<file path="src/rtl/mac_pkg.sv">
// Shared MAC-array definitions: width defaults, drain FSM states and the
// saturating add used by the accumulator.
package mac_pkg;

  localparam int IN_BIT_DEF     = 32;
  localparam int ACC_BIT_DEF    = 40;
  localparam int LEN_W_DEF      = 8;
  localparam int FIFO_DEPTH_DEF = 4;
  // Working width of sat_add; must exceed the widest accumulator by one bit.
  localparam int CALC_W         = 64;

  typedef enum logic [1:0] {ST_IDLE, ST_ACC, ST_FLUSH} acc_state_t;

  typedef struct packed {
    logic              sat;
    logic [CALC_W-1:0] sum;
  } sat_sum_t;

  // Both operands arrive sign-extended to CALC_W; the sum is clamped to acc_bit.
  function automatic sat_sum_t sat_add(input logic signed [CALC_W-1:0] acc,
                                       input logic signed [CALC_W-1:0] ext_in,
                                       input int                       acc_bit);
    logic signed [CALC_W-1:0] s;
    logic signed [CALC_W-1:0] hi;
    logic signed [CALC_W-1:0] lo;
    sat_sum_t                 r;
    s     = acc + ext_in;
    hi    = (64'sd1 <<< (acc_bit - 1)) - 64'sd1;
    lo    = ~hi;
    r.sat = 1'b0;
    r.sum = s;
    if (s > hi) begin
      r.sat = 1'b1;
      r.sum = hi;
    end else if (s < lo) begin
      r.sat = 1'b1;
      r.sum = lo;
    end
    return r;
  endfunction

endpackage

</file>
<file path="src/rtl/mac_acc_drain_fifo.sv">
// Small synchronous FIFO with a count-based full/empty and a head that reads
// as zero while empty.
module sync_fifo #(
  parameter int WIDTH = 41,
  parameter int DEPTH = 4
) (
  input  logic             clk,
  input  logic             reset,
  input  logic             push,
  input  logic [WIDTH-1:0] push_data,
  input  logic             pop,
  output logic             full,
  output logic             valid,
  output logic [WIDTH-1:0] head
);

  localparam int AW = $clog2(DEPTH);
  localparam int CW = $clog2(DEPTH + 1);

  logic [WIDTH-1:0] mem [DEPTH];
  logic [AW-1:0]    wr_ptr;
  logic [AW-1:0]    rd_ptr;
  logic [CW-1:0]    count;
  logic             do_push;
  logic             do_pop;

  assign full    = (count == CW'(DEPTH));
  assign valid   = (count != '0);
  assign do_push = push & ~full;
  assign do_pop  = pop & valid;
  assign head    = valid ? mem[rd_ptr] : '0;

  always_ff @(posedge clk) begin
    if (!reset) begin
      wr_ptr <= '0;
      rd_ptr <= '0;
      count  <= '0;
    end else begin
      if (do_push) wr_ptr <= wr_ptr + 1'b1;
      if (do_pop)  rd_ptr <= rd_ptr + 1'b1;
      count <= count + CW'(do_push) - CW'(do_pop);
    end
  end

  always_ff @(posedge clk) begin
    if (do_push) mem[wr_ptr] <= push_data;
  end

endmodule

</file>
<file path="src/rtl/mac_acc_drain.sv">
// Accumulates cfg_len signed MAC results into a saturating sum per job and
// queues finished sums for the output consumer.
module mac_acc_drain
  import mac_pkg::*;
#(
  parameter int IN_BIT     = IN_BIT_DEF,
  parameter int ACC_BIT    = ACC_BIT_DEF,
  parameter int LEN_W      = LEN_W_DEF,
  parameter int FIFO_DEPTH = FIFO_DEPTH_DEF
) (
  input  logic               clk,
  input  logic               reset,
  input  logic               start,
  input  logic [LEN_W-1:0]   cfg_len,
  input  logic               in_valid,
  input  logic [IN_BIT-1:0]  in_data,
  output logic               in_ready,
  output logic               out_valid,
  input  logic               out_ready,
  output logic [ACC_BIT-1:0] out_data,
  output logic               out_sat,
  output logic               busy
);

  // Handshakes: a transfer happens on a rising edge where valid & ready are both
  // high; valid never waits on ready, and held data stays stable until taken.

  acc_state_t         state;
  acc_state_t         state_next;
  logic [ACC_BIT-1:0] acc;
  logic               sat;
  logic [LEN_W-1:0]   len_q;
  logic [LEN_W-1:0]   cnt;
  logic [LEN_W-1:0]   cnt_inc;
  logic               beat;
  logic               push;
  logic               fifo_full;
  logic [ACC_BIT:0]   head;
  sat_sum_t           sum_r;

  assign in_ready = (state == ST_ACC);
  assign busy     = (state != ST_IDLE);
  assign beat     = in_ready & in_valid;
  assign cnt_inc  = cnt + 1'b1;
  assign sum_r    = sat_add({{(CALC_W - ACC_BIT){acc[ACC_BIT-1]}}, acc},
                            {{(CALC_W - IN_BIT){in_data[IN_BIT-1]}}, in_data},
                            ACC_BIT);

  always_comb begin
    state_next = state;
    push       = 1'b0;
    case (state)
      ST_IDLE:  if (start) state_next = (cfg_len == '0) ? ST_FLUSH : ST_ACC;
      ST_ACC:   if (beat && cnt_inc == len_q) state_next = ST_FLUSH;
      ST_FLUSH: begin
        push = ~fifo_full;
        if (!fifo_full) state_next = ST_IDLE;
      end
      default:  state_next = ST_IDLE;
    endcase
  end

  always_ff @(posedge clk) begin
    if (!reset) begin
      state <= ST_IDLE;
      acc   <= '0;
      sat   <= 1'b0;
      len_q <= '0;
      cnt   <= '0;
    end else begin
      state <= state_next;
      if (state == ST_IDLE && start) begin
        acc   <= '0;
        sat   <= 1'b0;
        len_q <= cfg_len;
        cnt   <= '0;
      end else if (beat) begin
        acc <= ACC_BIT'(sum_r.sum);
        sat <= sat | sum_r.sat;
        cnt <= cnt_inc;
      end
    end
  end

  sync_fifo #(
    .WIDTH (ACC_BIT + 1),
    .DEPTH (FIFO_DEPTH)
  ) u_fifo (
    .clk       (clk),
    .reset     (reset),
    .push      (push),
    .push_data ({sat, acc}),
    .pop       (out_ready),
    .full      (fifo_full),
    .valid     (out_valid),
    .head      (head)
  );

  assign out_data = head[ACC_BIT-1:0];
  assign out_sat  = head[ACC_BIT];

endmodule
</file>
<file path="config.mk">
export PLATFORM = sky130hd
export DESIGN_NAME = mac_acc_drain
export DESIGN_NICKNAME = d
export VERILOG_FILES = /design/src/rtl/mac_pkg.sv /design/src/rtl/mac_acc_drain_fifo.sv /design/src/rtl/mac_acc_drain.sv
export SDC_FILE = /design/constraint.sdc
export NUM_CORES = 1
export LEC_CHECK = 0
export BUFFER_PORTS_ARGS = -buffer_cell sky130_fd_sc_hd__buf_2
export CORE_ASPECT_RATIO = 1.1
export CORE_MARGIN = 1
export CORE_UTILIZATION = 30
export CTS_CLUSTER_SIZE = 12
export DETAILED_ROUTE_END_ITERATION = 8
export GPL_ROUTABILITY_DRIVEN = 0
export PLACE_DENSITY_LB_ADDON = 0.3
export RECOVER_POWER = 25
export SETUP_SLACK_MARGIN = 0.02
export SLEW_MARGIN = 0
export SYNTH_ARGS = -nofsm -noshare
export SYNTH_HDL_FRONTEND = slang
export SYNTH_SLANG_ARGS = --single-unit
</file>
<file path="constraint.sdc">
create_clock -name clk -period 7.2 [get_ports clk]
set_clock_uncertainty 0.2 [all_clocks]
set_input_delay 0.36 -clock clk [delete_from_list [all_inputs] [get_ports clk]]
set_output_delay 0.36 -clock clk [all_outputs]
set_load 0.01 [all_outputs]
</file>
## Word-level counts from Yosys, hierarchy flattened

Memory sizes are Yosys's and may differ from the RTL's. A register that Yosys moved wholly into a read port is not among the register bits.
Index checks and enable logic that the tools add are counted.

| operators by class | value |
|---|---|
| add/subtract/negate cells | 6 |
| $lt $le $gt $ge | 2 |
| equality and inequality tests | 7 |
| muxes and demuxes | 13 |
| bitwise operators | 6 |
| reductions and logical operators | 8 |

Operators with widths:

| cell | number |
|---|---|
| two-way mux 65 bit | 2 |
| adder 40 x 32 -> 41 bit | 1 |
| greater-than comparator 41 x 40 -> 1 bit (second input constant) | 1 |
| less-than comparator 41 x 40 -> 1 bit (second input constant) | 1 |
| two-way mux 41 bit | 1 |
| two-way mux 2 bit | 6 |
| adder 8 x 1 -> 8 bit (second input constant) | 1 |
| equality test 8 bit | 1 |
| logical NOT 8 bit | 1 |
| one-hot mux 2 bit (3 select lines) | 1 |
| adder 2 x 1 -> 2 bit (second input constant) | 2 |
| != test 2 bit (second input constant) | 2 |
| adder 3 x 1 -> 3 bit | 1 |
| AND 1 bit | 3 |
| equality test 3 bit (second input constant) | 1 |
| two-way mux 1 bit | 3 |
| AND reduction 3 bit | 1 |
| nonzero test 3 bit | 1 |
| subtractor 3 x 1 -> 3 bit | 1 |
| equality test 2 x 1 -> 1 bit (second input constant) | 1 |
| equality test 2 bit (second input constant) | 1 |
| logical AND 1 bit | 2 |
| logical NOT 2 bit | 1 |
| != test 2 x 1 -> 1 bit (second input constant) | 1 |
| 4 further kinds | 5 |

| word-level totals | value |
|---|---|
| bits in registers | 66 |
| memory bits (writable) | 164 |
| memories | 1 |

Memory list:

| memory | words | width | rd ports | clocked after memory_dff | wr ports | line | source |
|---|---|---|---|---|---|---|---|
| u_fifo.mem | 4 | 41 | 1 | 1 | 1 | mac_acc_drain_fifo.sv:20 | `logic [WIDTH-1:0] mem [DEPTH];` |

## Longest topological paths before layout

Gate-level depths: netlist (run 1).

| depth | value |
|---|---|
| depth after elaboration | 6 |
| depth in mapped cells | 12 |

## By module

From an unflattened synthesis (run 1), not the netlist that was laid out.

| unflattened totals | value |
|---|---|
| cell total of the unflattened synthesis | 949 |
| area total of the unflattened synthesis | 11663.7 um2 |

By module, submodules not included:

| module | instances | cells each | area an instance (um2) | seq. area each (um2) |
|---|---|---|---|---|
| sync_fifo | 1 | 311 | 6745.2 | 5104.9 |
| mac_acc_drain | 1 | 638 | 4918.5 | 1181.1 |

## Worst setup path after synthesis (run 1)

OpenSTA, ideal clock, no wires.

| timing | value |
|---|---|
| path kind | input port to flip-flop |
| start point | input in_data[0] |
| end point | register acc[35] |
| library setup time | 0.121 ns |
| data arrival time | 2.939 ns |
| required time | 6.879 ns |
| setup slack | 3.940 ns |
| cell stages on the path | 12 |
| cells stage by stage | ha_1 fa_1 a211oi_1 o211ai_2 a31oi_1 o21a_1 o21ai_1 or4b_4 a41oi_4 a21oi_2 buf_4 a21oi_1 |

| on the way | value |
|---|---|
| word-level cells in the longest chain between the ends | 4 |
| elaborated cells between the ends (all ways) | 5 |

Ends and longest elaborated chain:

| element | line | source |
|---|---|---|
| from (decl) | mac_acc_drain.sv:16 | `input logic [IN_BIT-1:0] in_data,` |
| adder 40 x 32 -> 41 bit (*) | mac_pkg.sv:27 | `s = acc + ext_in;` |
| less-than comparator 41 x 40 -> 1 bit | mac_pkg.sv:35 | `end else if (s < lo) begin` |
| two-way mux 65 bit | mac_pkg.sv:35 |  |
| two-way mux 65 bit (*) | mac_pkg.sv:32 | `if (s > hi) begin` |
| to (signal assigned) | mac_acc_drain.sv:78 | `acc <= ACC_BIT'(sum_r.sum);` |
| to (decl) | mac_acc_drain.sv:30 | `logic [ACC_BIT-1:0] acc;` |

Every way passes the cells marked *; elsewhere a longest branch is shown, timed or not.
A chain may end at the register's enable or synchronous reset.

## Final worst setup path (run 1)

| timing | value |
|---|---|
| start point | register acc[0] |
| end point | register acc[15] |

| on the way | value |
|---|---|
| word-level cells in the longest chain between the ends | 4 |
| elaborated cells between the ends (all ways) | 5 |

Ends and longest elaborated chain:

| element | line |
|---|---|
| adder 40 x 32 -> 41 bit (*) | mac_pkg.sv:27 |
| less-than comparator 41 x 40 -> 1 bit | mac_pkg.sv:35 |
| two-way mux 65 bit | mac_pkg.sv:35 |
| two-way mux 65 bit (*) | mac_pkg.sv:32 |

Marked as above.

==> results, run 1 <==
- The run finished with clean final reports.
- For hold timing, the worst endpoint is sat$_SDFFE_PP0P_.
- The number of top-level pins is 89.
- The beginning of the worst register-to-register path is acc[0]$_SDFFE_PP0P_.
- The number of pins exceeding their max-slew limit in the final report is 0.
- The analysis attributes to cell leakage a power of 4.85 nW.
- In this run the number of H-tree levels came out at 1.
- Summing the areas of all fa, ha and maj instances in the mapped netlist gives 5.51% of the synthesized area.
- For this design the total switching power over the nets is 1.15 mW.
- The basic-gate share of the synthesized area counting and, or, nand and nor cells is 9.73%.
- The net count of the finished layout is 1,117.
- The worst setup path is captured at a register.
- The number of buffers on the longest clock path is 3.
- The met2 demand-to-capacity share in global routing is 24.3%.
- The post-synthesis sequential element count is 232.
- Across the VDD grid, the largest voltage drop is 0.168 mV.
- The number of gates resized after CTS is 0.
- Of the total synthesized cell area, the portion taken by XOR and XNOR cells is 4.46%.
- The kind of critical path is register to register.
- Dividing the detail-routed wire length by the instance count gives 17.8 um.
- The later pin in the worst-skew pair is clocked with a latency of 0.54 ns.
- The synthesized netlist devotes 14.4% of its cell area to compound gates.
- The total standard cell area after synthesis is 11,400 um2.
- The tool flagged a number of max-cap violations equal to 0.
- The proportion of synthesized flip-flops having asynchronous set or reset is 0%.
- Using the TritonRoute via totals, the vias-per-cell ratio works out to 4.97.
- The initial cell density of the core is 30.5%.
- Adding up every negative setup slack in the final design gives 0 ns.
- The half-perimeter wire length after placement is 18,500 um.
- The total track usage is 14.3%.
- The peak per-stage delay on the critical path is 0.78 ns.
- The initial antenna violation count is 0.
- The total number of vias is 7,644.
- In this run the remaining antenna-violating nets after routing total 0.
- In this run the mean area of a mapped cell was 12.2 um2.
- The total of warnings raised by yosys is 0.
- The category of cells accounting for the largest share of critical-path delay is compound AO/OA/AOI/OAI gates.
- The end of the worst register-to-register path is acc[15]$_SDFFE_PP0P_.
- The final hold violation count is 0.
- The slew of the pin with the lowest slew margin is 0.967 ns.
- The buffering stage count on the worst path with inverters included is 1.
- The maximum operating frequency is 0.232 GHz.
- The DRC marker count from the first detailed-route iteration is 404.
- Of the total power, combinational logic draws 26.6%.
- In the synthesized netlist the dominant register cell turns out to be edfxtp_1.
- For the worst setup path, the data required time is 7.40 ns.
- Across all register-to-register paths, the minimum setup slack is 2.90 ns.
- On the critical path, the stage with the largest delay is an instance of a21oi_2.
- The cell at the root of the clock tree is clkbuf_16.
- The internal portion of the total power is 2.72 mW.
- For the finished layout, the period the worst path requires is 4.30 ns.
- The tree built by TritonCTS fans out to 232 sinks.
- Yosys mapped the design onto 53 distinct sky130hd cell types.
- The full die area is 38,700 um2.
- The worst hold-check path type is input pin to register.
- The power density of the placed cells is 292 nW/um2.
- The cell depth of the worst min-delay path is 4.
- The combinational family with the most area after synthesis is compound AO/OA/AOI/OAI gates.
- Clock tree synthesis inserted a total of 26 buffers.
- The global-route layer with the greatest usage is met2.
- The sequential share of power is 40.2%.
- The worst hold path startpoint is in_valid.
- The final critical-path share of the clock period is 59.8%.
- Yosys mapped a number of flops with a built-in enable equal to 164.
- The count of TritonRoute iterations in the first routing pass is 4.
- In this run the tightest slew margin relative to its limit is 35.5%.
- Synthesis produced a netlist whose cell count is 935.
- Input and output buffers added on the ports amount to 88.
- The worst slack at placement is 2.76 ns.
- For this run, design rule violations remaining after detail routing come to 0.
- The mux cell area share after synthesis is 8.28%.
- The first-pass GRT wire length is 43,400 um.
- The area growth from synthesis to final layout is 16.6%.
- The synthesized netlist net count is 1,029.
- Traced cell by cell, the critical path runs through ha_1, fa_1, a211oi_1, o211ai_2, a31oi_1, o21a_1, o21ai_1, or4b_4, a41oi_4, a21oi_2, buf_4, a21oi_1.
- The maximum fanout encountered on the critical timing path is 20.
- The number of cells traversed by the worst register-to-register path is 12.
- The met3 layer usage reported by global route is 1.73%.
- Entering global routing, the biggest net connects 47 pins.
- In the global route stage, met1 resource usage came out at 18.9%.
- Setup repair after global routing left no endpoint under its margin.
- The switching part of the total is 29.8%.
- For this run the aggregate overflow at the end of global routing stands at 0.
- In this run the vertical extent of the chip is 206 um.
- Clock-pin slew was measured on the worst setup and hold paths at 0.06 ns.
- The critical path arrival is 4.51 ns.
- The post-layout worst setup margin is 2.90 ns.
- The number of endpoints failing setup at the final stage is 0.
- The number of global-route vias before repair came to 7,682.
- The clock network accounts for 33.2% of the total power.
- The routed wire length is 27,400 um.
- The sequential cell area fraction in the yosys report is 55.2%.
- From left edge to right edge, the die measures 188 um.
- STA classifies the critical path startpoint as a register.
- The core region is 37,300 um2.
- Cells with a size suffix above 1 make up 18.5% of the layout.
- Counting the fill cells in the layout gives 3,644.
- In this run the core area contains 74 standard-cell rows.
- The CTS tree is built.
-- cells in the final DEF (no fill, tap or decap), types with 13 or more instances in the layout --
cell type / n
edfxtp_1: 164
buf_2: 88
o21ai_0: 87
a21oi_1: 85
dfxtp_1: 66
nand2_1: 61
and2_1: 54
ha_1: 47
mux4_2: 41
xnor2_1: 39
clkbuf_16: 26
nor2_1: 25
xor2_1: 19
inv_1: 17
o21ai_1: 17
a21o_1: 16
nand4_1: 14
buf_4: 13
-- kinds of logic (layout without fill, tap and decap cells) --
group	count (synthesis)	in the layout
adders and majority gates	49	49
AOI/OAI and AO/OA	276	276
other	0	1
and+or+nand+nor	209	209
muxes	43	43
xor gates and xnor gates	58	58
buffers and inverters	68	176
DFF	232	232
-- worst max path at each step --
stage | depth (start not counted) | end | start
2_1_floorplan | 12 | acc[35]$_SDFFE_PP0P_ | in_data[0]
3_3_place_gp | 13 | acc[15]$_SDFFE_PP0P_ | in_data[0]
3_5_place_dp | 13 | acc[15]$_SDFFE_PP0P_ | in_data[0]
4_1_cts | 12 | acc[15]$_SDFFE_PP0P_ | acc[0]$_SDFFE_PP0P_
5_1_grt | 12 | acc[15]$_SDFFE_PP0P_ | acc[0]$_SDFFE_PP0P_
6_report | 12 | acc[15]$_SDFFE_PP0P_ | acc[0]$_SDFFE_PP0P_
-- synthesized netlist by cell type (all sizes together), types with 11 or more instances --
library cell	count	area share [%]
ha	47	5.2
buf	11	0.53
and2	58	3.2
clkbuf	40	1.3
o21ai	104	4.6
a21o	16	1.1
nand4	14	0.77
nand2	61	2.0
dfxtp	68	12
edfxtp	164	43
a21oi	86	3.8
mux4	41	8.1
inv	17	0.56
nor2	25	0.82
xnor2	39	3.0
xor2	19	1.5
-- stage by stage --
step,cells,hold slack (ns),power [mW],utilization (%),area (um2)
3_5_place_dp,1479,0.276,2.64,33.1,12300
3_3_place_gp,1479,0.261,2.63,33.1,12300
6_report,1538,0.107,3.87,35.6,13300
4_1_cts,1537,0.0819,3.94,35.6,13300
2_1_floorplan,935,0.249,2.29,-,11400
5_1_grt,1537,0.118,4.09,35.6,13300
-- cell type report --
class,count,area (um2),share of cell area (%)
Timing Repair Buffer,111,638,4.81
Sequential cell,232,6290,47.4
Antenna cell,1,2.50,0.0188
Clock buffer,37,712,5.36
Tap cell,494,618,4.66
Inverter,17,63.8,0.481
Clock inverter,11,120,0.905
Multi-Input combinational cell,635,4830,36.4
-- registers in the layout, indices dropped and copies added (netlist names), named ones only --
register	count
acc	40
cnt	8
len_q	8
sat	1
state	2
u_fifo.count	3
u_fifo.mem	164
u_fifo.rd_ptr	2
u_fifo.wr_ptr	2
-- power groups by stage --
stage	sequential, mW	clock [mW]	combinational (mW)
after floorplan	1.56	0	0.734
after global placement	1.58	0	1.05
after detailed placement	1.59	0	1.05
after CTS	1.56	1.32	1.06
after global routing	1.57	1.37	1.15
final	1.56	1.28	1.03
-- timing repair --
action / CTS / global route
hold buffers: 10 / 0
hold endpoints to repair: 9 / 0
buffers inserted: 0 / 0
-- metal layers --
metal	share of wire, %	wire length [um]
met1	47	12800
met2	48	13000
met3	3.1	856
met4	2.6	717
met5	0	0
-- worst reg2reg max path: stages (launching register included) --
cell,delay [ns]
dfxtp_1,0.37
ha_1,0.25
fa_1,0.43
a211oi_1,0.38
o211ai_2,0.13
a31oi_1,0.39
o21a_1,0.27
o21ai_1,0.13
or4b_4,0.23
a41oi_4,0.10
a21oi_2,0.78
buf_4,0.39
a21oi_1,0.11
(Power assumes the default switching activity.)
==> inputs of run 2 (changes only) <==
==> constraint.sdc (replaced) <==
create_clock -name clk -period 3.6 [get_ports clk]
set_clock_uncertainty 0.2 [all_clocks]
set_input_delay 0.18 -clock clk [delete_from_list [all_inputs] [get_ports clk]]
set_output_delay 0.18 -clock clk [all_outputs]
set_load 0.01 [all_outputs]
==> run 2 against run 1 <==
Against the previous run:
- global-route usage shrank 0.052 points
- register-to-register slack got worse by 2.6 ns
- combinational power grew 100%
- flip-flop and latch count is the same
- die area stayed put
- sequential power is 100% higher
- clock-buffer cell count grew 4
- total power grew 100%
- worst setup slack got worse by 2.6 ns
- critical path type unchanged
- critical endpoint is now acc[6]$_SDFFE_PP0P_
- highest routed layer is now met5
==> results, run 2 (synthesized netlist as in run 1, its figures left out) <==
- Counting flops per register, the top entry is u_fifo.mem.
- The die span in x is 188 um.
- The kind of critical path is register to register.
- The number of cells traversed by the worst register-to-register path is 12.
- In the layout the commonest cells are edfxtp_1, buf_2, o21ai_0.
- The peak per-stage delay on the critical path is 0.50 ns.
- The cell with the biggest individual delay on the critical path is or4b_4.
- The run finished with clean final reports.
- The number of clock sinks is 232.
- Entering global routing, the biggest net connects 46 pins.
- The worst ir drop on vdd is 0.328 mV.
- The number of buffers on the longest clock path is 3.
- The number of remaining DRC errors is 0.
- Relative to the synthesized area, the layout overhead comes to 19.8%.
- The half-perimeter wire length after placement is 18,800 um.
- The first global-routing pass estimated 43,400 um of wire.
- The number of pins exceeding their max-slew limit in the final report was 0.
- For this block, the routed nets add up to 27,200 um of wire.
- Cells fill 36.6% of the core in the end.
- After layout, the worst path uses 92.9% of the clock period.
- The count of TritonRoute iterations in the first routing pass is 5.
- The min-delay analysis places its worst path in the category input pin to register.
- For this run, the total global-route usage over all layers was measured as 14.2%.
- The total negative slack for setup checks is 0 ns.
- The floorplan step defined a die boundary enclosing 38,700 um2.
- The final layout net count is 1,146.
- The max-cap check violation count is 0.
- Walking the worst path, the cells encountered are ha_1, fa_1, a211oi_2, o211ai_2, a31oi_1, o21a_1, o21ai_1, or4b_4, a41oi_4, buf_6, o21ai_0, a21oi_1.
- The endpoint identified for the worst register-to-register timing path is acc[6]$_SDFFE_PP0P_.
- The y dimension of the die is 206 um.
- The worst pin sits at a relative slew slack of 53.5%.
- The largest registers in the layout are u_fifo.mem (164), acc (40).
- The endpoint of the worst hold path is acc[1]$_SDFFE_PP0P_.
- The initial cell density of the core is 30.5%.
- The critical path arrival is 3.58 ns.
- In this run the static leakage power is 5.02 nW.
- The data required time at the worst endpoint is 3.84 ns.
- Setup repair after global routing left no endpoint under its margin.
- Derived from the worst setup path, the maximum achievable clock frequency is 0.299 GHz.
- The number of endpoints failing setup at the final stage is 0.
- The number of global-route vias before repair came to 7,860.
- The root buffer cell chosen for the clock tree is clkbuf_16.
- The maximum fanout encountered on the critical timing path is 29.
- The slew of the pin with the lowest slew margin is 0.688 ns.
- The cell depth of the worst min-delay path is 4.
- TritonCTS built the clock tree.
- The count of port buffers added during placement is 88.
- The kind of launch point of the worst setup path is a register.
- The register with the most flip-flops in the layout has 164 of them.
- The total number of vias is 7,720.
- The number of top-level pins is 89.
- Power spread over the standard cell area amounts to 580 nW/um2.
- The beginning of the worst register-to-register path is acc[0]$_SDFFE_PP0P_.
- Buffers inserted during clock tree synthesis total 26.
- The share of cells above drive strength 1 is 19.2%.
- The number of vias per cell is 4.93.
- The detail-routed net length per standard cell is 17.3 um.
- The number of setup buffers added after CTS is 0.
- STA classifies the critical path endpoint as a register.
- The clock transition at the registers of the reported paths is 0.05 ns.
- The area of the core is 37,300 um2.
- The shortest period the worst path allows is 3.34 ns.
- In this run the number of H-tree levels came out at 1.
- The count of nets left with antenna violations once routing finished came out at 0.
- Leaving out fill and tap cells, the most frequent cell in the layout is edfxtp_1.
- Clock latency on the worst-skew pair, taken at its later pin, is 0.54 ns.
- After global routing the overflow that remains totals 0.
- The worst hold path startpoint is in_data[1].
- The final hold violation count is 0.
- In this run, the number of DRC markers left after iteration 0 of detailed routing was 458.
- The initial antenna violation count is 3.
- The cell row count is 74.
- The reg2reg setup slack is 0.26 ns.
==> run 2: cell types whose count changed in the layout (fill, tap and decap cells not counted), moves of 2 or more <==
cell and change:
dlygate4sd3_1 +19, buf_4 +5, buf_12 +3, clkbuf_16 +3
buf_6 +2, clkbuf_1 -2, clkbuf_2 +2, clkinv_2 -2
clkinvlp_4 -2
==> run 2: area by class of cell <==
cell class,count,area (um2)
multi-input cells,635,4840
clock buffers,41,797
flip-flops and latches,232,6290
inverters,17,63.8
well taps,494,618
fillers,3665,23700
clock inverters,7,87.6
repair buffers,140,948
diodes,1,2.50
==> run 2: worst max path at each step <==
stage / from / to / slack [ns] / cells past startpoint
global placement: acc[0]$_SDFFE_PP0P_ / acc[16]$_SDFFE_PP0P_ / 0.29 / 12
detailed placement: acc[0]$_SDFFE_PP0P_ / acc[15]$_SDFFE_PP0P_ / 0.19 / 12
finish: acc[0]$_SDFFE_PP0P_ / acc[6]$_SDFFE_PP0P_ / 0.26 / 12
CTS: acc[0]$_SDFFE_PP0P_ / acc[6]$_SDFFE_PP0P_ / 0.16 / 12
floorplan: acc[0]$_SDFFE_PP0P_ / acc[35]$_SDFFE_PP0P_ / 0.38 / 12
global route: acc[17]$_SDFFE_PP0P_ / acc[3]$_SDFFE_PP0P_ / 0.03 / 11
==> run 2: metrics by stage <==
step | power, mW | setup WS [ns] | instances | area (um2) | hold slack, ns
6_report | 7.91 | 0.256 | 1567 | 13600 | 0.00770
5_1_grt | 8.34 | 0.0283 | 1566 | 13600 | 0.0534
4_1_cts | 8.03 | 0.159 | 1566 | 13600 | 0.00179
3_5_place_dp | 5.29 | 0.194 | 1489 | 12500 | 0.255
3_3_place_gp | 5.27 | 0.287 | 1489 | 12500 | 0.250
2_1_floorplan | 4.58 | 0.382 | 935 | 11400 | 0.125
==> run 2: what timing repair did <==
| action | 4_1_cts | 5_1_grt |
|---|---|---|
| endpoints found under the hold margin | 20 | 0 |
| gates resized for setup | 0 | 3 |
| hold buffers | 29 | 0 |
| endpoints found under the setup margin | 0 | 30 |
==> run 2: where the power goes <==
group	internal (mW)	total (mW)	switching (mW)	leakage [nW]
clock network	1.66	2.69	1.03	0.439
logic	0.965	2.11	1.14	2.49
registers	3.00	3.12	0.122	2.09
total	5.62	7.91	2.29	5.02
==> run 2: worst max-delay path: cells and delay by family (launching register included) <==
| kind | cells | cell delay, ns |
|---|---|---|
| AOI/OAI and AO/OA | 8 | 1.39 |
| adders and majority gates | 2 | 0.50 |
| buffers and inverters | 1 | 0.26 |
| DFF | 1 | 0.40 |
| and+or+nand+nor | 1 | 0.50 |
==> run 2: per-layer routing <==
layer / track usage, % / vias up / routed length (um)
met3: 1.97 / 44 / 1060
met5: 0 / - / 27
li1: - / 3772 / -
met2: 24.4 / 141 / 12900
met1: 18.7 / 3759 / 12600
met4: 4.09 / 4 / 592
==> inputs of run 3 (changes only) <==
--- a/config.mk
+++ b/config.mk
@@ -13,9 +13,9 @@
 export DETAILED_ROUTE_END_ITERATION = 8
 export GPL_ROUTABILITY_DRIVEN = 0
 export PLACE_DENSITY_LB_ADDON = 0.3
-export RECOVER_POWER = 25
 export SETUP_SLACK_MARGIN = 0.02
-export SLEW_MARGIN = 0
+export SLEW_MARGIN = 25
 export SYNTH_ARGS = -nofsm -noshare
 export SYNTH_HDL_FRONTEND = slang
+export SYNTH_HIERARCHICAL = 1
 export SYNTH_SLANG_ARGS = --single-unit
==> run 3 against run 2 <==
Against the previous run:
- sequential power is 2% lower
- total power shrank 7.2%
- sequential share of layout area shrank 0.57 points
- register-to-register slack lost 0.03 ns
- clock power decreased by 16%
- core utilization down 0.39 points
- maximum frequency decreased by 0.76%
- first-iteration DRC count is 14% lower
- largest power group unchanged
- critical path depth unchanged
- final area up 1.3%
==> results, run 3 <==
- The cell with the most instances after synthesis is edfxtp_1.
- The core region is 38,200 um2.
- Clock latency on the worst-skew pair, taken at its later pin, is 0.52 ns.
- The total track usage is 13.5%.
- The worst pin sits at a relative slew slack of 54.1%.
- The routed wire length is 27,000 um.
- The fraction of synthesized cell area taken by the top area cell type is 42.2%.
- The shortest period the worst path allows is 3.37 ns.
- Using the TritonRoute via totals, the vias-per-cell ratio works out to 4.87.
- The nature of the critical path endpoint is a register.
- The cell with the biggest individual delay on the critical path is dfxtp_1.
- The initial antenna violation count came to 0.
- The share of cells above drive strength 1 is 20.4%.
- In the layout the commonest cells are edfxtp_1, buf_2, a21oi_1.
- Synthesis produced a netlist whose cell count is 949.
- The routed wire length on met2 is 13,100 um.
- In this run, the clock network consumes 30.9% of the power.
- Counting flops with an async set or reset pin after synthesis yields a share of 0%.
- The total standard cell area after synthesis is 11,700 um2.
- For this run, the top clock speed supported by timing is 0.297 GHz.
- The final layout net count is 1,161.
- The total congestion overflow is 0.
- The clock net in this run drives a total of 232 sinks.
- The half-perimeter wire length after placement is 17,900 um.
- The final critical-path share of the clock period is 93.6%.
- After clock tree synthesis, the clock-pin slew on the worst setup and hold paths is 0.06 ns.
- The buffering stage count on the worst path with inverters included is 1.
- A synthesized cell averages 12.3 um2.
- The worst setup path is launched from a register.
- The category of cells accounting for the largest share of critical-path delay is compound AO/OA/AOI/OAI gates.
- The die covers 39,700 um2.
- At the placement stage, the worst setup path has a slack of 0.0600 ns.
- The maximum fanout encountered on the critical timing path is 26.
- Adding up every negative setup slack in the final design gives 0 ns.
- The post-layout worst setup margin is 0.231 ns.
- The net load switching power is 2.19 mW.
- The number of pins exceeding their max-slew limit in the final report was 0.
- The synthesized netlist net count is 1,043.
- The cell depth of the worst min-delay path is 5.
- The highest routing layer actually used is met4.
- The cell row count is 75.
- The number of nets still failing antenna checks after routing is 0.
- Measured along the y axis, the die boundary spans 209 um.
- The post-route met1 wirelength is 12,300 um.
- The final hold violation count is 0.
- The longest clock path from root to sink contains 3 buffers.
- The critical path crosses 12 cells after its start point.
- The initial cell density of the core is 30.5%.
- TritonCTS built the clock tree.
- The most frequent standard cell in the layout excluding fill and tap cells is edfxtp_1.
- The critical path arrival is 3.61 ns.
- The area growth from synthesis to final layout is 18.5%.
- The number of global-route vias before repair was 7,734.
- The cell at the root of the clock tree is clkbuf_16.
- The number of enable flip-flop cells after synthesis is 164.
- Data on the critical path is required at its endpoint by 3.84 ns.
- The number of top-level pins is 89.
- Entering global routing, the biggest net connects 46 pins.
- Sorting the synthesized cells by how often they occur yields edfxtp_1, a21oi_1, dfxtp_1, nand2_1, o21ai_0.
- The cell taking the most area after synthesis is edfxtp_1.
- The number of remaining DRC errors is 0.
- The worst hold-check path type is input pin to register.
- The slew of the pin with the lowest slew margin is 0.689 ns.
- Clock tree synthesis inserted a total of 24 buffers.
- The peak per-stage delay on the critical path is 0.41 ns.
- Net switching is 29.9% of the power.
- The DRC marker count from the first detailed-route iteration is 396.
- The first TritonRoute pass finished after 5 iterations.
- The total of warnings raised by yosys is 6.
- Counting cells, the worst reg-to-reg path comes to 12.
- The kind of critical path is register to register.
- The number of distinct library cells after synthesis is 65.
- The sum of met3 wire segment lengths after detailed routing is 1030 um.
- The die span in x is 190 um.
- The total number of vias is 7,717.
- The max-cap check violation count is 0.
- The worst ir drop on vdd is 0.273 mV.
- Setup repair after global routing left no endpoint under its margin.
- The sequential cell area fraction in the yosys report is 53.9%.
- The flip-flop count of the largest register after layout is 164.
- The first-pass GRT wire length is 42,300 um.
- The register name with the most flops is u_fifo/mem.
- After synthesis the netlist holds a flip-flop and latch count of 232.
- In the final layout, the registers with the most flip-flops are u_fifo/mem (164), acc (40).
- Final hold analysis gives a worst-case slack of 0.102 ns.
- Traced cell by cell, the critical path runs through ha_1, a21oi_1, o211ai_1, a221o_1, and3_4, o31ai_4, a21oi_2, o21ai_4, xor2_4, buf_12, maj3_1, a21oi_1.
- The number of inserted diodes is 0.
- Combinational logic burns 27.6% of the power.
- The run finished with clean final reports.
- The sequential share of power is 41.5%.
- Port buffering added 88 buffers.
- The number of endpoints failing setup at the final stage is 0.
- Cell internal power was estimated by the tool at 5.15 mW.
- CTS built an H-tree with a depth of 1.
- In this run the static leakage power is 4.91 nW.
- The most numerous cell type found on the critical path is a21oi_1.
- Dividing total power by cell area gives a power density of 531 nW/um2.
- The detail-routed net length per standard cell is 17.0 um.
- The most used flip-flop cell after synthesis is edfxtp_1.
- By area the synthesized netlist is led by edfxtp_1, dfxtp_1, mux4_2, ha_1, a21oi_1.
run 3: final cells by class:
cell class	count	area (um2)
fillers	3711	24400
clock buffers	38	674
well taps	500	626
clock inverters	6	28.8
multi-input cells	639	5090
inverters	26	97.6
repair buffers	144	1010
flip-flops and latches	232	6290
run 3: through the flow:
step / util (%) / power, mW / instance area, um2 / instances
4_1_cts: 36.0 / 7.49 / 13700 / 1584
5_1_grt: 36.2 / 7.76 / 13800 / 1585
6_report: 36.2 / 7.34 / 13800 / 1585
2_1_floorplan: - / 4.51 / 11700 / 949
3_5_place_dp: 33.4 / 5.15 / 12700 / 1510
3_3_place_gp: 33.4 / 5.14 / 12700 / 1510
run 3: cell families (layout without fill, tap and decap cells):
kind of cell | Yosys count | count (layout) | share of synthesized area [%]
XOR/XNOR | 58 | 58 | 4.36
buffers and inverters | 78 | 214 | 3.44
AND/OR/NAND/NOR | 230 | 230 | 10.3
adder cells (fa/ha/maj) | 87 | 87 | 8.66
AO/OA/AOI/OAI | 221 | 221 | 11.3
multiplexers | 43 | 43 | 8.09
flip-flops | 232 | 232 | 53.9
run 3: power groups by stage:
stage | Sequential, mW | Clock, mW | Combinational (mW)
2_1_floorplan | 3.05 | 0 | 1.45
6_report | 3.05 | 2.27 | 2.02
4_1_cts | 3.05 | 2.35 | 2.10
3_3_place_gp | 3.10 | 0 | 2.04
3_5_place_dp | 3.10 | 0 | 2.05
5_1_grt | 3.06 | 2.45 | 2.25
run 3: path summary, 6_finish.rpt:
path,startpoint,slack (ns),to
worst min-delay path,in_data[0],0.10,acc[0]$_SDFFE_PP0P_
worst max-delay path,acc[12]$_SDFFE_PP0P_,0.23,acc[27]$_SDFFE_PP0P_
worst max register to register,acc[12]$_SDFFE_PP0P_,0.23,acc[27]$_SDFFE_PP0P_
worst min register to register,u_fifo/rd_ptr[1]$_SDFFE_PN0P_,0.28,register
run 3: repair_timing:
action | in CTS | in global routing
endpoints found under the setup margin | 0 | 39
gates resized for setup | 0 | 14
hold endpoints to repair | 20 | 0
hold buffers | 30 | 0
buffers inserted | 0 | 1
run 3: metal layers:
metal  track usage (%)  up-vias
met4              3.59        0
li1                  -     3780
met3              1.76       34
met2              23.3      123
met5                 0        -
met1              17.8     3780
run 3: worst min-delay path, stage by stage:
cell and delay [ns]:
buf_2 0.11, ha_1 0.23, inv_1 0.05, maj3_1 0.15, a21oi_1 0.06
